File: config.mk
export PLATFORM = sky130hd
export DESIGN_NAME = pmc_ctrl_flat
export DESIGN_NICKNAME = d
export VERILOG_FILES = /design/src/rtl/pmc_ctrl_if.sv /design/src/rtl/pmc_ctrl.sv /design/src/flat_wrapper.sv
export SDC_FILE = /design/constraint.sdc
export NUM_CORES = 1
export LEC_CHECK = 0
export CORE_MARGIN = 2
export CORE_UTILIZATION = 53
export DETAILED_ROUTE_END_ITERATION = 7
export GPL_TIMING_DRIVEN = 0
export PLACE_DENSITY = 0.82
export SLEW_MARGIN = 20
export SYNTH_ARGS = -nofsm -noshare
export SYNTH_HDL_FRONTEND = slang
export SYNTH_SLANG_ARGS = --single-unit
File: constraint.sdc
create_clock -name clk -period 6.7 [get_ports clk]
set_input_delay 2.01 -clock clk [delete_from_list [all_inputs] [get_ports clk]]
set_output_delay 2.01 -clock clk [all_outputs]
set_load 0.02 [all_outputs]
File: src/rtl/pmc_ctrl_if.sv
// Byte-stream link carrying the metrics frame from pmc_ctrl to its sink.
`timescale 1ns/1ps
interface pmc_ctrl_if;
   logic [7:0] tx_data;
   logic       tx_valid;
   logic       tx_ready;
   logic       dump_busy;

   modport master (output tx_data, output tx_valid, output dump_busy, input tx_ready);
   modport slave  (input tx_data, input tx_valid, input dump_busy, output tx_ready);
endinterface

File: src/rtl/pmc_ctrl.sv
// PMC measurement-window controller plus a 16-byte metrics frame sender.
// The two FSMs run independently; all outputs are registered.
`timescale 1ns/1ps
module pmc_ctrl (
   input  logic        clk,
   input  logic        reset,
   input  logic        cmd_start,
   input  logic        cmd_stop,
   input  logic        cmd_dump,
   input  logic [31:0] stall_count,
   input  logic [15:0] cpi_q78,
   input  logic [31:0] arith_count,
   input  logic [31:0] mem_count,
   output logic        pmc_clr,
   output logic        pmc_en,
   output logic        counting,
   pmc_ctrl_if.master  tx
);

   typedef enum logic [2:0] {IDLE, CLR, ARM, RUN, DISARM} ctl_state_t;
   typedef enum logic       {S_IDLE, S_SEND} snd_state_t;

   typedef struct packed {
      logic [31:0] mem;
      logic [31:0] arith;
      logic [15:0] cpi;
      logic [31:0] stall;
   } snap_t;

   ctl_state_t ctl_state;
   snd_state_t snd_state;
   snap_t      snap;
   logic [3:0] idx;

   // Byte idx of the frame built from a snapshot; byte 15 is the XOR of bytes 0..14.
   function automatic logic [7:0] frame_byte(input snap_t s, input logic [3:0] i);
      logic [119:0] body;
      logic [7:0]   sum;
      body = {s.mem, s.arith, s.cpi, s.stall, 8'hA5};
      sum  = 8'h00;
      for (int k = 0; k < 15; k++) begin
         sum = sum ^ body[8*k +: 8];
      end
      if (i == 4'd15) return sum;
      return body[{i, 3'b000} +: 8];
   endfunction

   // Control FSM; outputs are set on the edge that enters the state they belong to.
   always_ff @(posedge clk) begin
      if (!reset) begin
         // NOTE: sequential state uses non-blocking assignments so every register samples pre-edge values.
         ctl_state <= IDLE;
         pmc_clr   <= 1'b1;
         pmc_en    <= 1'b0;
         counting  <= 1'b0;
      end else begin
         pmc_clr <= 1'b0;
         pmc_en  <= 1'b0;
         case (ctl_state)
            IDLE: begin
               if (cmd_start && !cmd_stop) begin
                  ctl_state <= CLR;
                  pmc_clr   <= 1'b1;
               end
            end
            CLR: begin
               ctl_state <= ARM;
               pmc_en    <= 1'b1;
            end
            ARM: begin
               ctl_state <= RUN;
               counting  <= 1'b1;
            end
            RUN: begin
               if (cmd_stop) begin
                  ctl_state <= DISARM;
                  pmc_en    <= 1'b1;
               end
            end
            DISARM: begin
               ctl_state <= IDLE;
               counting  <= 1'b0;
            end
            default: begin
               ctl_state <= IDLE;
               counting  <= 1'b0;
            end
         endcase
      end
   end

   // Sender FSM; tx_data is loaded one byte ahead so it is valid with tx_valid.
   always_ff @(posedge clk) begin
      if (!reset) begin
         // NOTE: the snapshot is cleared on reset so a stale frame can never leak after an abort.
         snd_state   <= S_IDLE;
         snap        <= '0;
         idx         <= 4'd0;
         tx.tx_valid <= 1'b0;
         tx.tx_data  <= 8'h00;
      end else begin
         case (snd_state)
            S_IDLE: begin
               if (cmd_dump) begin
                  snap        <= '{mem: mem_count, arith: arith_count,
                                   cpi: cpi_q78, stall: stall_count};
                  snd_state   <= S_SEND;
                  idx         <= 4'd0;
                  tx.tx_valid <= 1'b1;
                  tx.tx_data  <= 8'hA5;
               end
            end
            S_SEND: begin
               if (tx.tx_ready) begin
                  if (idx == 4'd15) begin
                     snd_state   <= S_IDLE;
                     idx         <= 4'd0;
                     tx.tx_valid <= 1'b0;
                     tx.tx_data  <= 8'h00;
                  end else begin
                     idx        <= idx + 4'd1;
                     tx.tx_data <= frame_byte(snap, idx + 4'd1);
                  end
               end
            end
            default: begin
               snd_state   <= S_IDLE;
               tx.tx_valid <= 1'b0;
               tx.tx_data  <= 8'h00;
            end
         endcase
      end
   end

   assign tx.dump_busy = (snd_state == S_SEND);

endmodule

File: src/flat_wrapper.sv
// flat-port wrapper written by rule: the top's interface ports become plain ports
module pmc_ctrl_flat 
  (clk, reset, cmd_start, cmd_stop, cmd_dump, stall_count, cpi_q78, arith_count, mem_count, pmc_clr, pmc_en, counting, tx_tx_data, tx_tx_valid, tx_dump_busy, tx_tx_ready);
  pmc_ctrl_if tx_i ();
  input  logic clk;
  input  logic reset;
  input  logic cmd_start;
  input  logic cmd_stop;
  input  logic cmd_dump;
  input  logic [31:0] stall_count;
  input  logic [15:0] cpi_q78;
  input  logic [31:0] arith_count;
  input  logic [31:0] mem_count;
  output logic pmc_clr;
  output logic pmc_en;
  output logic counting;
  output wire logic [$bits(tx_i.tx_data)-1:0] tx_tx_data;
  output wire logic [$bits(tx_i.tx_valid)-1:0] tx_tx_valid;
  output wire logic [$bits(tx_i.dump_busy)-1:0] tx_dump_busy;
  input wire logic [$bits(tx_i.tx_ready)-1:0] tx_tx_ready;
  assign tx_tx_data = tx_i.tx_data;
  assign tx_tx_valid = tx_i.tx_valid;
  assign tx_dump_busy = tx_i.dump_busy;
  assign tx_i.tx_ready = tx_tx_ready;
  pmc_ctrl u_core (.clk(clk), .reset(reset), .cmd_start(cmd_start), .cmd_stop(cmd_stop), .cmd_dump(cmd_dump), .stall_count(stall_count), .cpi_q78(cpi_q78), .arith_count(arith_count), .mem_count(mem_count), .pmc_clr(pmc_clr), .pmc_en(pmc_en), .counting(counting), .tx(tx_i));
endmodule
# Word level (Yosys, flattened, before mapping)
# Index checks and enable logic that the tools add are counted.
# classes
n_mux,31
shift,1
add_sub_neg,1
reduce_logical,8
bitwise_logic,15
eq_ne,10
# ops
op,count
$shiftx A120 B8 Y8,1
$xor A8 B8 Y8,13
$mux W8,5
$pmux W8 S2,1
$mux W1,14
$mux W4,3
$pmux W3 S4,1
$eq A4 B4 Y1 const B,2
$ne A2 B2 Y1 const B,4
$pmux W1 S2,4
$pmux W4 S2,1
$eq A3 B2 Y1 const B,2
$mux W3,2
$reduce_and A2 Y1,3
$add A4 B1 Y4 const B,1
$not A4 Y4,1
$eq A3 B1 Y1 const B,1
$logic_not A3 Y1,1
$reduce_and A3 Y1,1
$reduce_or A3 Y1,1
$ne A2 B1 Y1 const B,1
$logic_and A1 B1 Y1,1
$logic_not A1 Y1,1
$not A1 Y1,1
# totals
regBits,132
wordCells,78

# Depth between registers and ports, before layout
# Gate-level depths: netlist (run 1).
# depth
word_depth,19
mapped_depth,11
ltp_nobuf,7

# Least setup slack after synthesis (run 1)
# No wires, ideal clock.
# synth_path
path_type,input-to-reg
startpoint,input cmd_dump
endpoint,register u_core.snap[54] (netlist bit)
n_path_buf,3
arrival_time_ns,3.125
path_stages,6
t_required_ns,6.630
path_slack_ns,3.504
cell_sequence,nor2b_1 clkbuf_1 clkbuf_1 clkbuf_1 nand2_1 a21oi_1
# synth_between
elab_chain_len,1
# synth_rtl
item,line,text
start: declaration,flat_wrapper.sv:9,input logic cmd_dump;
$reduce_and A2 Y1 (no line),n/a,
end signal: assignment,pmc_ctrl.sv:105,"snap <= '{mem: mem_count, arith: arith_count,"
end: declaration,pmc_ctrl.sv:32,snap_t snap;
# Every way passes these cells.
# A chain may end at the register's enable or synchronous reset.

# Worst setup path in the final report (run 1)
# layout_path
startpoint,input cmd_dump
endpoint,register u_core.snap[107] (netlist bit)
# Same word-level chain as after synthesis.

==> out/metrics.csv, run 1 <==
stage,metric,value,unit
cts,post_cts.repair.setup_buffers,0,
pwr,switching_share,0.249,
floorplan,placeableCoreArea,12200,um^2
grt,wire_length_of_the_first_global_routing_pass,32.2,mm
cts,cts_repair_resize_count,0,
outcome,run_status,completed,
drt,avgRoutedWirePerCell,18.7,um
run,drv.max_cap_violation_count,0,
cts,cts_made_buffers,17,
placed_design,pre_cts_ws,2200,ps
timing,timing_hold_violations_final,0,
yosys,postSynth.topFlopCell,dfxtp_1,
timing,fin_tns_setup,0,ps
yosys,syn-mean-instance-area,8.52,um^2
yosys,async_reset_ff_frac,0,
drt,drt-initial-drc-count,547,
timing,finalCritPeriodShare,0.615,
pwr,vdd_drop_max,194,uV
cts,worstSkewPairLatency,430,ps
worst_setup_path,worst_path_most_repeated_cell,clkbuf_1,
pwr,power.density_cell_area,267,nW/um^2
worst_setup_path,worst_setup_path_start_kind,input port,
drt,drt-pass1-iter-count,8,
floorplan,floorplan.die.height,116,um
cells_and_area,fillers,955,
drt,top_layer_used,met4,
pwr,seq_power_share,0.373,
cts,h-tree-depth,4,
timing,max_clock_freq,0.243,GHz
timing,timing.slew.headroom,0.460,
yosys,yosys_register_bits,132,
worst_setup_path,critPathSlowestCell,clkbuf_1,
worst_setup_path,critPathMaxStageDelay,560,ps
worst_setup_path,cp_cell_sequence,clkdlybuf4s50_1 > nor2b_1 > clkbuf_1 > clkbuf_1 > clkbuf_1 > nand2_1 > a21oi_1,
floorplan,design.die.area,13500,um^2
cts,cts_root_buf,clkbuf_16,
timing,timing.final.ws_setup,2580,ps
grt,grt.overflow.total,0,
cells_and_area,drive_above_1_share,0.0825,
yosys,synth.net_count,903,
min_path,hp-class,register to register,
worst_setup_path,worstPathMaxFanout,10,
yosys,netlist_instances,783,
yosys,syn_area,6670,um^2
grt,antenna_violations_before_repair,0,
drt,met1_length,8.62,mm
cells_and_area,area_growth_syn_to_fin,32.8,%
pwr,power_switching,0.000589,W
cells_and_area,final_util,0.728,
cts,cts_hold_buffers,0,
drt,antenna_violating_nets_post_route,0,
drt,detailroute.via_count,6261,
yosys,synth_enable_flop_cells,0,
cts,tritoncts_num_sinks,132,
floorplan,std_cell_rows,40,
cts,tritoncts_clock_tree,built,
worst_setup_path,end_kind,register,
pwr,clock_power_share,0.451,
pwr,cell_internal_pwr,0.00178,W
worst_setup_path,critPathKind,input port to register,
yosys,synth_top_cell_by_area,dfxtp_1,
yosys,seq_area_frac_synth,0.396,
worst_setup_path,arrival,4470,ps
min_path,hp-start,u_core.ctl_state[2],
timing,setup_repair_after_global_routing_missed_its_margin,no,
cells_and_area,final_net_count,1052,
yosys,yosys.area.top_type_share,0.396,
floorplan,die-width,116,um
drt,met2_wirelength,9.66,mm
yosys,synth.lib_cells_used.distinct,39,
worst_setup_path,crit-reg2reg-launch,u_core.idx[0],
yosys,synthesis.yosys.warnings,0,
drt,vias_per_cell,5.63,
cells_and_area,multi_input_comb_area,3770,um^2
floorplan,initial_utilization,0.549,
timing,slew_violations,0,
yosys,synth.area.top_cells,"dfxtp_1, nand2_1, a21oi_1",
drt,postRouteWirelength,20.8,mm
pwr,total_leakage_power,3.28,nW
timing,worst_pin_slew,810,ps
placed_design,io_buffer_count,130,
worst_setup_path,timing.critical_path.required,7050,ps
timing,setup_violating_endpoint_count_in_the_final_report,0,
pwr,share_comb_of_total_power,0.177,
timing,clock_skew,6.43,ps
grt,grt_max_degree,17,
drt,post-route-drc-count,0,
grt,first_global_vias,6136,
worst_setup_path,timing.critical_path.from,cmd_dump,
cts,ctsLongestPathBuffers,2,
cells_and_area,regArea,2640,um^2
floorplan,pin_count,131,
drt,met3RoutedLength,1.85,mm
placed_design,place_congestion,0.893,
cts,clk_transition_reported_paths,60,ps
placed_design,place_hpwl,15.4,mm
timing,post-route-min-period,4120,ps
cells_and_area,antennaDiodeCount,0,
grt,grt.total_usage,0.320,
-- power groups by stage --
stage	registers [W]	clock network (W)	logic, W
floorplan	0.000883	0	0.000269
global placement	0.000894	0	0.000402
detailed placement	0.000895	0	0.000410
CTS	0.000879	0.00107	0.000414
global route	0.000885	0.00110	0.000450
finish	0.000881	0.00107	0.000418
-- cells by family (layout without fill, tap and decap cells) --
kind of cell / Yosys count / count (layout) / synth area share
AND/OR/NAND/NOR: 291 / 291 / 0.174
AO/OA/AOI/OAI: 176 / 176 / 0.151
flip-flops: 132 / 132 / 0.396
XOR/XNOR: 91 / 91 / 0.156
buffers and inverters: 60 / 222 / 0.0396
multiplexers: 31 / 31 / 0.0793
adder cells (fa/ha/maj): 2 / 2 / 0.00375
-- final cells by class --
type                            count  area share
Inverter                            4     0.00169
Clock inverter                     11      0.0219
Tap cell                          168      0.0237
Buffer                             56      0.0281
Sequential cell                   132       0.298
Timing Repair Buffer              130       0.147
Clock buffer                       21      0.0542
Multi-Input combinational cell    591       0.425
-- Yosys cell counts, types with 7 or more instances --
cell,instances
a21oi_1,128
a31oi_1,10
clkbuf_1,45
dfxtp_1,132
mux2_2,15
mux4_2,16
nand2_1,246
nand2b_1,7
nand3_1,11
nor2_1,13
o21ai_0,9
xnor2_1,72
xnor3_1,16
-- routing by layer --
layer  up-vias  global-route usage
li1       2958                   -
met1      2941               0.419
met2       323               0.527
met3        39              0.0680
met4         0               0.117
met5         -                   0
-- placed cells by master, fill, tap and decap left out, types with 7 or more instances in the layout --
| cell | count |
|---|---|
| clkbuf_1 | 45 |
| clkdlybuf4s50_1 | 130 |
| nand2b_1 | 7 |
| o21ai_0 | 9 |
| mux4_2 | 16 |
| a21oi_1 | 128 |
| clkbuf_16 | 17 |
| dfxtp_1 | 132 |
| mux2_2 | 15 |
| nand3_1 | 11 |
| xnor2_1 | 72 |
| nor2_1 | 13 |
| xnor3_1 | 16 |
| a31oi_1 | 10 |
| nand2_1 | 246 |
-- per-stage QoR --
step	total power [W]	cell area [um^2]	instances	hold WS [ps]
global placement	0.00130	8190	1081	433
CTS	0.00236	8860	1113	457
finish	0.00236	8860	1113	447
global route	0.00243	8860	1113	461
detailed placement	0.00131	8190	1081	445
floorplan	0.00115	6670	783	413
-- sequential cells by signal, summed over array words and instances, names as in the netlist --
signal	flops
u_core.pmc_clr	1
u_core.tx.dump_busy	1
u_core.counting	1
u_core.idx	4
u_core.snap	112
u_core.tx.tx_valid	1
u_core.ctl_state	3
u_core.tx.tx_data	8
u_core.pmc_en	1
-- critical path, delay by kind of cell --
kind,cells,cell delay [ps]
buffers and inverters,4,2060
AO/OA/AOI/OAI,1,140
AND/OR/NAND/NOR,2,270
-- path summary, 6_finish.rpt --
kind                           to  slack, ps  cells past startpoint
max              u_core.snap[107]       2580                      7
max reg2reg  u_core.tx.tx_data[1]       3320                     10
min reg2reg        u_core.pmc_clr        450                      1
min                u_core.pmc_clr        450                      1
Power figures use the tool's default switching activity.
==> run 2: changes to the inputs <==
--- a/config.mk
+++ b/config.mk
@@ -6,10 +6,10 @@
 export NUM_CORES = 1
 export LEC_CHECK = 0
 export CORE_MARGIN = 2
-export CORE_UTILIZATION = 53
+export CORE_UTILIZATION = 47
 export DETAILED_ROUTE_END_ITERATION = 7
 export GPL_TIMING_DRIVEN = 0
-export PLACE_DENSITY = 0.82
+export PLACE_DENSITY = 0.77
 export SLEW_MARGIN = 20
 export SYNTH_ARGS = -nofsm -noshare
 export SYNTH_HDL_FRONTEND = slang
==> constraint.sdc (replaced) <==
create_clock -name clk -period 3.3 [get_ports clk]
set_input_delay 0.99 -clock clk [delete_from_list [all_inputs] [get_ports clk]]
set_output_delay 0.99 -clock clk [all_outputs]
set_load 0.02 [all_outputs]
==> run 2 against run 1 <==
Compared with the run above: register-to-register slack got worse by 3100 ps; critical endpoint is now u_core.tx.tx_data[2]; setup slack worse by 2400 ps; critical path type is now register to register; flip-flop and latch count is the same; die area grew 12%; power is 98% higher; cell count is 1.1% higher.
==> out/metrics.csv, run 2 (same netlist as run 1, synthesis figures left out) <==
stage,metric,value,unit
outcome,run_status,completed,
timing,max_clock_freq,0.322,GHz
timing,timing.final.ws_setup,198,ps
cells_and_area,most-common-layout-cells,"nand2_1, dfxtp_1, clkdlybuf4s50_1",
worst_setup_path,end_kind,register,
pwr,clock_power_share,0.434,
pwr,power.density_cell_area,530,nW/um^2
worst_setup_path,arrival,3380,ps
cells_and_area,most_flop_heavy_register,u_core.snap,
grt,first_global_vias,5788,
cells_and_area,drive_above_1_share,0.0857,
timing,slew_violations,0,
drt,avgRoutedWirePerCell,18.5,um
floorplan,std_cell_rows,43,
floorplan,placeableCoreArea,13900,um^2
min_path,hp-class,register to register,
worst_setup_path,timing.critical_path.from,u_core.idx[0],
timing,worst_pin_slew,730,ps
worst_setup_path,timing.critical_path.required,3580,ps
grt,grt.total_usage,0.282,
cells_and_area,area_growth_syn_to_fin,32.7,%
cells_and_area,largest_reg_flops,112,
cts,post_cts.repair.setup_buffers,0,
cts,worstSkewPairLatency,430,ps
drt,drt-pass1-iter-count,6,
floorplan,die-width,123,um
pwr,switching_share,0.253,
placed_design,pre_cts_ws,-336,ps
drt,drt-initial-drc-count,623,
cts,tritoncts_clock_tree,built,
drt,detailroute.via_count,6159,
worst_setup_path,reg2reg_capture_point,u_core.tx.tx_data[2],
worst_setup_path,cp-endpoint,u_core.tx.tx_data[2],
worst_setup_path,r2r_slack,200,ps
grt,antenna_violations_before_repair,0,
worst_setup_path,critPathKind,register to register,
cts,cts_made_buffers,17,
placed_design,io_buffer_count,130,
placed_design,post-place-cells,1093,
placed_design,place_hpwl,15.6,mm
cells_and_area,final_util,0.638,
cells_and_area,fillers,1237,
timing,setup_repair_after_global_routing_missed_its_margin,no,
cells_and_area,final_common_cell,nand2_1,
grt,wire_length_of_the_first_global_routing_pass,31.2,mm
worst_setup_path,crit-reg2reg-launch,u_core.idx[0],
cells_and_area,layout.cells.non_filler,1125,
timing,timing.slew.headroom,0.513,
drt,post-route-drc-count,0,
cells_and_area,antennaDiodeCount,0,
timing,setup_violating_endpoint_count_in_the_final_report,0,
drt,antenna_violating_nets_post_route,0,
worst_setup_path,worst_setup_path_start_kind,register,
pwr,seq_power_share,0.383,
cts,tritoncts_num_sinks,132,
drt,postRouteWirelength,20.8,mm
placed_design,place_congestion,1.00,
worst_setup_path,reg2reg_depth,11,
grt,grt.overflow.total,0,
floorplan,floorplan.die.height,123,um
floorplan,design.die.area,15200,um^2
pwr,total_leakage_power,3.27,nW
cells_and_area,layout_top_registers,"u_core.snap (112), u_core.tx.tx_data (8), u_core.idx (4)",
timing,clock_skew,6.22,ps
grt,grt_max_degree,17,
run,drv.max_cap_violation_count,0,
cts,h-tree-depth,4,
worst_setup_path,worstPathMaxFanout,10,
pwr,vdd_drop_max,364,uV
floorplan,initial_utilization,0.481,
cts,clk_transition_reported_paths,60,ps
cts,cts_root_buf,clkbuf_16,
timing,timing_hold_violations_final,0,
cells_and_area,final_net_count,1052,
timing,post-route-min-period,3100,ps
pwr,share_comb_of_total_power,0.183,
timing,finalCritPeriodShare,0.940,
floorplan,pin_count,131,
pwr,cell_internal_pwr,0.00351,W
drt,vias_per_cell,5.47,
pwr,power_switching,0.00119,W
cts,ctsLongestPathBuffers,2,
## run 2: cell types whose count changed in the layout (fill, tap and decap cells not counted)
cell	previous run	this run
clkbuf_1	45	42
clkbuf_2	0	3
clkinvlp_4	1	4
inv_6	3	0
buf_2	4	2
clkbuf_4	0	2
clkinv_4	0	2
buf_4	5	4
buf_6	2	3
bufinv_16	5	4
clkbuf_8	4	3
## run 2: stage by stage
stage	TNS [ps]	power (W)	hold slack, ps	instance area [um^2]
final	0	0.00469	433	8860
after global routing	0	0.00485	469	8860
after CTS	0	0.00469	437	8840
after detailed placement	-7900	0.00267	435	8200
after global placement	-8700	0.00266	418	8200
after floorplan	0	0.00234	413	6670
## run 2: how the worst min path moves through the flow
stage	cells past startpoint	endpoint	slack [ps]	startpoint
finish	1	u_core.pmc_clr	430	u_core.ctl_state[2]
CTS	1	u_core.pmc_clr	440	u_core.ctl_state[2]
floorplan	1	u_core.pmc_clr	410	u_core.ctl_state[2]
global placement	1	u_core.pmc_clr	420	u_core.ctl_state[2]
global route	1	u_core.pmc_clr	470	u_core.ctl_state[2]
detailed placement	1	u_core.pmc_clr	440	u_core.ctl_state[2]
## run 2: worst max-delay path, stage by stage, from the launching register on
cell and delay [ps]:
dfxtp_1 440, buf_6 210, inv_1 160, clkbuf_2 260
ha_1 360, clkbuf_4 250, clkbuf_4 270, mux2_2 360
o221ai_1 170, nand3_1 170, o2111ai_1 180, a31oi_1 130
## run 2: power groups by stage
| stage | Sequential, W | Combinational, W | Clock, W |
|---|---|---|---|
| 6_report | 0.00180 | 0.000858 | 0.00204 |
| 5_1_grt | 0.00180 | 0.000917 | 0.00213 |
| 4_1_cts | 0.00179 | 0.000849 | 0.00205 |
| 3_5_place_dp | 0.00183 | 0.000840 | 0 |
| 3_3_place_gp | 0.00182 | 0.000834 | 0 |
| 2_1_floorplan | 0.00179 | 0.000547 | 0 |
## run 2: area by class of cell
class	count	area, um^2	area share
Multi-Input combinational cell	591	3770	0.425
Buffer	56	262	0.0295
Inverter	4	15.0	0.00170
Tap cell	180	225	0.0254
Timing Repair Buffer	130	1300	0.147
Clock buffer	20	467	0.0527
Sequential cell	132	2640	0.298
Clock inverter	12	178	0.0201
## run 2: routing by layer
layer	GRT usage	part of all wire
met2	0.457	0.46
met5	0	0
met1	0.359	0.42
met4	0.107	0.033
met3	0.0775	0.088
## run 2: repair_timing
action                                  in CTS  in global routing
hold buffers                                 0                  0
endpoints found under the setup margin       0                 14
resized for setup                            0                 10
